**src/rtl/simple_alu_issue_stage_if.sv**
```systemverilog
// Bundles the dispatch, ALU and writeback signals of the ALU issue stage.
// The slave modport is the issue stage; master is whoever drives the dispatcher, ALU and writeback side.
interface simple_alu_issue_stage_if #(
  parameter int DATABITWIDTH    = 16,
  parameter int REGADDRBITWIDTH = 4
);
  logic                       Flush;
  logic                       InstructionValid;
  logic                       InstructionReady;
  logic [3:0]                 MinorOpcode;
  logic [DATABITWIDTH-1:0]    OperandAData;
  logic [DATABITWIDTH-1:0]    OperandBData;
  logic [REGADDRBITWIDTH-1:0] DestRegAddr;
  logic [3:0]                 AluMinorOpcode;
  logic [DATABITWIDTH-1:0]    AluOperandAData;
  logic [DATABITWIDTH-1:0]    AluOperandBData;
  logic [DATABITWIDTH-1:0]    AluResultIn;
  logic                       WritebackValid;
  logic                       WritebackAck;
  logic [REGADDRBITWIDTH-1:0] WritebackRegAddr;
  logic [DATABITWIDTH-1:0]    WritebackData;
  logic [1:0]                 InFlightCount;

  modport slave (
    input  Flush, InstructionValid, MinorOpcode, OperandAData, OperandBData, DestRegAddr,
           AluResultIn, WritebackAck,
    output InstructionReady, AluMinorOpcode, AluOperandAData, AluOperandBData,
           WritebackValid, WritebackRegAddr, WritebackData, InFlightCount
  );

  modport master (
    output Flush, InstructionValid, MinorOpcode, OperandAData, OperandBData, DestRegAddr,
           AluResultIn, WritebackAck,
    input  InstructionReady, AluMinorOpcode, AluOperandAData, AluOperandBData,
           WritebackValid, WritebackRegAddr, WritebackData, InFlightCount
  );
endinterface

```
**src/rtl/simple_alu_issue_stage.sv**
```systemverilog
// Two-stage ALU issue pipeline: S1 holds operands driving the external ALU,
// S2 holds the captured result until writeback acknowledges it.
module simple_alu_issue_stage #(
  parameter int DATABITWIDTH    = 16,
  parameter int REGADDRBITWIDTH = 4
) (
  input  logic                      clk,
  input  logic                      sync_rst,
  simple_alu_issue_stage_if.slave   bus
);

  logic                       s1Valid;
  logic [3:0]                 s1Opcode;
  logic [DATABITWIDTH-1:0]    s1OperandA;
  logic [DATABITWIDTH-1:0]    s1OperandB;
  logic [REGADDRBITWIDTH-1:0] s1Dest;

  logic                       s2Valid;
  logic [REGADDRBITWIDTH-1:0] s2Dest;
  logic [DATABITWIDTH-1:0]    s2Data;

  logic s2Free;
  logic advance;
  logic instrReady;
  logic accept;
  logic retire;
  logic destLive;

  always_comb begin
    s2Free     = !s2Valid || bus.WritebackAck;
    advance    = s1Valid && s2Free;
    instrReady = !bus.Flush && (!s1Valid || s2Free);
    accept     = bus.InstructionValid && instrReady;
    retire     = s2Valid && bus.WritebackAck;
    destLive   = (s1Dest != '0);
  end

  always_ff @(posedge clk) begin
    if (sync_rst) begin
      s1Valid    <= 1'b0;
      s1Opcode   <= '0;
      s1OperandA <= '0;
      s1OperandB <= '0;
      s1Dest     <= '0;
    end else if (bus.Flush) begin
      s1Valid <= 1'b0;
    end else if (accept) begin
      s1Valid    <= 1'b1;
      s1Opcode   <= bus.MinorOpcode;
      s1OperandA <= bus.OperandAData;
      s1OperandB <= bus.OperandBData;
      s1Dest     <= bus.DestRegAddr;
    end else if (advance) begin
      s1Valid <= 1'b0;
    end
  end

  // Writes to register 0 leave S1 but never reach S2; a concurrent retire still clears S2.
  always_ff @(posedge clk) begin
    if (sync_rst) begin
      s2Valid <= 1'b0;
      s2Dest  <= '0;
      s2Data  <= '0;
    end else if (bus.Flush) begin
      s2Valid <= 1'b0;
    end else if (advance && destLive) begin
      s2Valid <= 1'b1;
      s2Dest  <= s1Dest;
      s2Data  <= bus.AluResultIn;
    end else if (retire) begin
      s2Valid <= 1'b0;
    end
  end

  assign bus.InstructionReady = instrReady;
  assign bus.AluMinorOpcode   = s1Opcode;
  assign bus.AluOperandAData  = s1OperandA;
  assign bus.AluOperandBData  = s1OperandB;
  assign bus.WritebackValid   = s2Valid;
  assign bus.WritebackRegAddr = s2Dest;
  assign bus.WritebackData    = s2Data;
  assign bus.InFlightCount    = {1'b0, s1Valid} + {1'b0, s2Valid};

endmodule

```
**src/flat_wrapper.sv**
```systemverilog
// flat-port wrapper written by rule: the top's interface ports become plain ports
module simple_alu_issue_stage_flat 
#(
  parameter int DATABITWIDTH    = 16,
  parameter int REGADDRBITWIDTH = 4
)
  (clk, sync_rst, bus_Flush, bus_InstructionValid, bus_MinorOpcode, bus_OperandAData, bus_OperandBData, bus_DestRegAddr, bus_AluResultIn, bus_WritebackAck, bus_InstructionReady, bus_AluMinorOpcode, bus_AluOperandAData, bus_AluOperandBData, bus_WritebackValid, bus_WritebackRegAddr, bus_WritebackData, bus_InFlightCount);
  simple_alu_issue_stage_if #(.DATABITWIDTH(DATABITWIDTH), .REGADDRBITWIDTH(REGADDRBITWIDTH)) bus_i ();
  input  logic clk;
  input  logic sync_rst;
  input wire logic [$bits(bus_i.Flush)-1:0] bus_Flush;
  input wire logic [$bits(bus_i.InstructionValid)-1:0] bus_InstructionValid;
  input wire logic [$bits(bus_i.MinorOpcode)-1:0] bus_MinorOpcode;
  input wire logic [$bits(bus_i.OperandAData)-1:0] bus_OperandAData;
  input wire logic [$bits(bus_i.OperandBData)-1:0] bus_OperandBData;
  input wire logic [$bits(bus_i.DestRegAddr)-1:0] bus_DestRegAddr;
  input wire logic [$bits(bus_i.AluResultIn)-1:0] bus_AluResultIn;
  input wire logic [$bits(bus_i.WritebackAck)-1:0] bus_WritebackAck;
  output wire logic [$bits(bus_i.InstructionReady)-1:0] bus_InstructionReady;
  output wire logic [$bits(bus_i.AluMinorOpcode)-1:0] bus_AluMinorOpcode;
  output wire logic [$bits(bus_i.AluOperandAData)-1:0] bus_AluOperandAData;
  output wire logic [$bits(bus_i.AluOperandBData)-1:0] bus_AluOperandBData;
  output wire logic [$bits(bus_i.WritebackValid)-1:0] bus_WritebackValid;
  output wire logic [$bits(bus_i.WritebackRegAddr)-1:0] bus_WritebackRegAddr;
  output wire logic [$bits(bus_i.WritebackData)-1:0] bus_WritebackData;
  output wire logic [$bits(bus_i.InFlightCount)-1:0] bus_InFlightCount;
  assign bus_i.Flush = bus_Flush;
  assign bus_i.InstructionValid = bus_InstructionValid;
  assign bus_i.MinorOpcode = bus_MinorOpcode;
  assign bus_i.OperandAData = bus_OperandAData;
  assign bus_i.OperandBData = bus_OperandBData;
  assign bus_i.DestRegAddr = bus_DestRegAddr;
  assign bus_i.AluResultIn = bus_AluResultIn;
  assign bus_i.WritebackAck = bus_WritebackAck;
  assign bus_InstructionReady = bus_i.InstructionReady;
  assign bus_AluMinorOpcode = bus_i.AluMinorOpcode;
  assign bus_AluOperandAData = bus_i.AluOperandAData;
  assign bus_AluOperandBData = bus_i.AluOperandBData;
  assign bus_WritebackValid = bus_i.WritebackValid;
  assign bus_WritebackRegAddr = bus_i.WritebackRegAddr;
  assign bus_WritebackData = bus_i.WritebackData;
  assign bus_InFlightCount = bus_i.InFlightCount;
  simple_alu_issue_stage #(.DATABITWIDTH(DATABITWIDTH), .REGADDRBITWIDTH(REGADDRBITWIDTH)) u_core (.clk(clk), .sync_rst(sync_rst), .bus(bus_i));
endmodule
```
**config.mk**
```make
export PLATFORM = sky130hd
export DESIGN_NAME = simple_alu_issue_stage_flat
export DESIGN_NICKNAME = d
export VERILOG_FILES = /design/src/rtl/simple_alu_issue_stage_if.sv /design/src/rtl/simple_alu_issue_stage.sv /design/src/flat_wrapper.sv
export SDC_FILE = /design/constraint.sdc
export NUM_CORES = 1
export LEC_CHECK = 0
export ABC_CLOCK_PERIOD_IN_PS = 1440
export CORE_UTILIZATION = 42
export DETAILED_ROUTE_END_ITERATION = 6
export PLACE_DENSITY_LB_ADDON = 0.2
export SLEW_MARGIN = 20
export SYNTH_ARGS = -nofsm -noshare
export SYNTH_HDL_FRONTEND = slang
export SYNTH_SLANG_ARGS = --single-unit
```
**constraint.sdc**
```tcl
create_clock -name clk -period 1.44 [get_ports clk]
set_input_delay 0.288 -clock clk [delete_from_list [all_inputs] [get_ports clk]]
set_output_delay 0.288 -clock clk [all_outputs]
set_load 0.02 [all_outputs]
```
## Word-level counts from Yosys, hierarchy flattened

Cells that the tools add are included.

| word-level totals | value |
|---|---|
| bits in registers | 62 |
| input port bits | 61 |
| output and inout port bits | 60 |
| word-level logic and storage cells | 30 |

| cells by class | value |
|---|---|
| add/sub/neg operators | 1 |
| multiplexer cells | 4 |
| bitwise logic cells | 1 |
| reductions and logical operators | 16 |

Operators with widths:

| cell | number |
|---|---|
| 1-bit logical AND | 5 |
| 1-bit 2-to-1 mux | 4 |
| 2-bit AND reduction | 2 |
| 2-bit nonzero test | 2 |
| 4-bit nonzero test | 1 |
| 1-bit zero test | 3 |
| 1-bit by 1-bit adder with 2-bit output | 1 |
| 1-bit logical OR | 2 |
| 2-bit OR reduction | 1 |
| 1-bit inverter | 1 |

## Longest topological paths before layout

| depth | value |
|---|---|
| word-level depth | 6 |
| gate-level depth with buffers | 5 |
| mapped depth without buffers | 3 |

## Least setup slack after synthesis

No wires, ideal clock.

| timing path | value |
|---|---|
| path type | reg2reg |
| from | register u_core.s2Valid, in the netlist u_core.bus.WritebackValid |
| to | register u_core.s1Opcode[0], in the netlist u_core.bus.AluMinorOpcode[0] |
| setup time | 0.072 ns |
| arrival time | 1.189 ns |
| data required time | 1.368 ns |
| slack | 0.180 ns |
| cell stages (with the launch flop) | 5 |
| buffers on the path | 1 |
| clock period less this slack | 1.260 ns |
| cells stage by stage | dfxtp_1 > nor2b_2 > a21oi_2 > buf_6 > mux2i_1 |

| between the ends | value |
|---|---|
| cells in the longest elaborated chain, start to end | 6 |

Ends and longest elaborated chain:

| item | RTL line | source |
|---|---|---|
| start, declared | simple_alu_issue_stage.sv:18 | `logic s2Valid;` |
| start signal, assigned | simple_alu_issue_stage.sv:61 | `s2Valid <= 1'b0;` |
| start signal, assigned | simple_alu_issue_stage.sv:65 | `s2Valid <= 1'b0;` |
| start signal, assigned | simple_alu_issue_stage.sv:67 | `s2Valid <= 1'b1;` |
| 1-bit zero test | simple_alu_issue_stage.sv:30 | `s2Free = !s2Valid \|\| bus.WritebackAck;` |
| 1-bit logical OR | simple_alu_issue_stage.sv:30 |  |
| 1-bit logical OR | simple_alu_issue_stage.sv:32 | `instrReady = !bus.Flush && (!s1Valid \|\| s2Free);` |
| 1-bit logical AND | simple_alu_issue_stage.sv:32 |  |
| 1-bit logical AND | simple_alu_issue_stage.sv:33 | `accept = bus.InstructionValid && instrReady;` |
| 2-bit AND reduction (no line) | - |  |
| end signal, assigned | simple_alu_issue_stage.sv:49 | `s1Opcode <= bus.MinorOpcode;` |
| end, declared | simple_alu_issue_stage.sv:13 | `logic [3:0] s1Opcode;` |

Every way passes these cells.
A chain may end at the register's enable or synchronous reset.

## Final worst setup path

| timing path | value |
|---|---|
| from | input bus_WritebackAck |
| to | output bus_InstructionReady |

| between the ends | value |
|---|---|
| cells in the longest elaborated chain, start to end | 3 |

Ends and longest elaborated chain:

| item | RTL line | source |
|---|---|---|
| start, declared | flat_wrapper.sv:18 | `input wire logic [$bits(bus_i.WritebackAck)-1:0] bus_WritebackAck;` |
| 1-bit logical OR | simple_alu_issue_stage.sv:30 |  |
| 1-bit logical OR | simple_alu_issue_stage.sv:32 |  |
| 1-bit logical AND | simple_alu_issue_stage.sv:32 |  |
| end, declared | flat_wrapper.sv:19 | `output wire logic [$bits(bus_i.InstructionReady)-1:0] bus_InstructionReady;` |

Every way passes these cells.

==> metrics.yaml <==
status:
  status: "complete, no violations"
grt:
  grt.total_usage_pct: 18.8
  grt_max_degree: 73
  overflow: 0
  grt_pass1_wl_um: 10400
  grt_pass1_vias: 2317
  antenna_found_initial: 0
synth:
  synth_cells: 268
  netlist_area_sq_um: 2780
  yosys_warnings: 0
  syn_nets: 330
  postSynthAreaPerCell_sq_um: 10.4
  yosysTopAreaCellShare_pct: 44.7
  ys_types: 15
  seq_area_frac_synth_pct: 44.7
  synth-seq-cells: 62
  netlist_top_cells_area: "dfxtp_1 45%, nand2b_1 26%, mux2i_1 22%, buf_6 2.4%, clkbuf_1 1.5%"
  synth_top_cell_by_area: "dfxtp_1"
clocking:
  clockBufferDepth: 2
  cts_buffers: 9
  cts_tree: "yes"
  cts_htree_levels: 3
  clk_latency_ns: 0.32
  clock-root-buffer: "clkbuf_8"
  numClockSinks: 62
  postCtsHoldBufs: 0
  path_clk_slew_ns: 0.06
die:
  initial_core_util_pct: 43.7
  die_h_um: 83.3
  dieArea_sq_um: 6940
  coreArea_sq_um: 6350
  num_io_pins: 121
  rows: 29
  die_x_um: 83.3
worst_setup_path:
  criticalPathCategory: "input pin to output port"
  worstPathRequired_ns: 1.15
  r2r_end: "u_core.bus.AluOperandBData[0]$_SDFFE_PP0P_"
  reg2reg_depth: 6
  endpoint: "bus_InstructionReady"
  crit_path_end_kind: "output port"
  worstPathArrival_ns: 1.09
  rrSetupSlack_ns: 0.08
  path_max_fanout: 2
  reg2reg_from: "u_core.bus.WritebackValid$_SDFFE_PP0P_"
  worstSetupStartpointType: "input pin"
  startpoint: "bus_WritebackAck"
sta:
  finClkSkew_ns: 0.00797
  drv_slew: 0
  finalSetupViolCount: 0
  period_needed_ns: 1.38
  holdWs_ns: 0.433
  fin_crit_sh_pct: 95.8
  hold_viol: 0
  slew_headroom_pct: 72.8
  tightestPinTransition_ns: 0.403
  setup_slack_ns: 0.0611
  fin_setup_tns_ns: 0
  rsz0062_at_grt: "yes"
  fmax_ghz: 0.725
placement:
  place_ws_ns: -0.427
  dpl-instance-area_sq_um: 4100
  io_buffers: 120
  dpl.hpwl_um: 4210
  finalWeightedCongestion: 0.667
  dp_cells: 457
finish:
  drive_gt1_share_pct: 10.5
  fin_nets: 457
  final_cells: 477
  post-route-util_pct: 69.0
  num_antenna_cells: 0
  syn2layout_area_growth_pct: 57.8
  finalInstanceArea_sq_um: 4380
drt:
  drt-initial-drc-count: 70
  routed_wl_um: 6300
  first_pass_iters: 4
  vias: 2232
  ant_nets: 0
  drc_errors: 0
  viasPerCell: 4.68
  wl_per_cell_um: 13.2
pwr:
  power.density_nw_per_um2: 977
  ir_drop_mv: 0.738
  power_mw: 4.28
  p_leak_nw: 1.90
flow_run:
  cap_violations: 0
hold_path:
  hold_class: "input pin to flop"
## cell families after synthesis
group | synth area share [%]
buffers and inverters | 4.28
adders and majority gates | 0.451
muxes | 21.6
DFF | 44.7
and+or+nand+nor | 27.7
AOI/OAI and AO/OA | 1.26
## area by class of cell
| class | instances | area (sq um) |
|---|---|---|
| clock inverter | 2 | 60.1 |
| fill | 541 | 1970 |
| multi-input combinational | 187 | 1430 |
| tap | 77 | 96.3 |
| clock buffer | 14 | 193 |
| sequential | 62 | 1240 |
| timing repair buffer | 135 | 1360 |
## cell usage in the layout, fill, tap and decap left out, drive strengths merged
master / instances
nand2b: 116
dfxtp: 62
mux2i: 60
clkdlybuf4s50: 58
dlygate4sd2: 57
clkbuf: 16
buf: 16
nor3: 3
a21oi: 3
bufinv: 2
nor2b: 2
o41ai: 1
or2b: 1
ha: 1
dlymetal6s2s: 1
clkdlybuf4s15: 1
## flip-flops by register name (all words and copies together), names as in the netlist
register and count:
u_core.s1Dest 4, u_core.bus.WritebackRegAddr 4, u_core.bus.AluOperandBData 16, u_core.s1Valid 1
u_core.bus.WritebackValid 1, u_core.bus.AluOperandAData 16, u_core.bus.AluMinorOpcode 4, u_core.bus.WritebackData 16
## worst min-delay path by stage
stage	from	end	slack, ns	cells past startpoint
finish	bus_Flush	u_core.bus.WritebackValid$_SDFFE_PP0P_	0.43	4
global placement	u_core.bus.AluMinorOpcode[2]$_SDFFE_PP0P_	u_core.bus.AluMinorOpcode[2]$_SDFFE_PP0P_	0.46	2
CTS	sync_rst	u_core.bus.WritebackValid$_SDFFE_PP0P_	0.42	3
detailed placement	u_core.bus.WritebackData[15]$_SDFFE_PP0P_	u_core.bus.WritebackData[15]$_SDFFE_PP0P_	0.46	2
floorplan	bus_Flush	u_core.bus.WritebackValid$_SDFFE_PP0P_	0.37	1
global route	bus_Flush	u_core.bus.WritebackValid$_SDFFE_PP0P_	0.44	4
## per-layer routing
layer  GRT usage [%]  vias to the layer above  wire [um]
met5               0                        -          0
met4            8.78                        0        103
met3            5.37                        9        414
met2            32.9                       69       3120
met1            20.8                     1023       2660
li1                -                     1131          -
## power breakdown
part | total [mW] | internal, mW | switching, mW
Clock | 1.84 | 1.21 | 0.628
Combinational | 0.625 | 0.369 | 0.256
Sequential | 1.81 | 1.78 | 0.0334
## repair_timing
item	CTS	global route
pin swaps	0	1
endpoints found under the setup margin	62	45
resized for setup	69	6
cloned	1	2
setup buffers	0	1
## synth_stat cells
cell type,n
clkbuf_1,11
a21oi_1,2
nor2b_2,1
buf_6,6
a21oi_2,1
mux2i_1,60
nor2b_1,1
buf_2,2
dfxtp_1,62
nor3_2,1
nand2b_1,116
or2b_1,1
o41ai_2,1
ha_1,1
nor3_1,2
## critical path, cell delays in order
cell and delay, ns:
clkdlybuf4s50_1 0.47, nor2b_2 0.05, a21oi_2 0.13, buf_4 0.15
No activity file was read; power rests on OpenSTA's default activity.
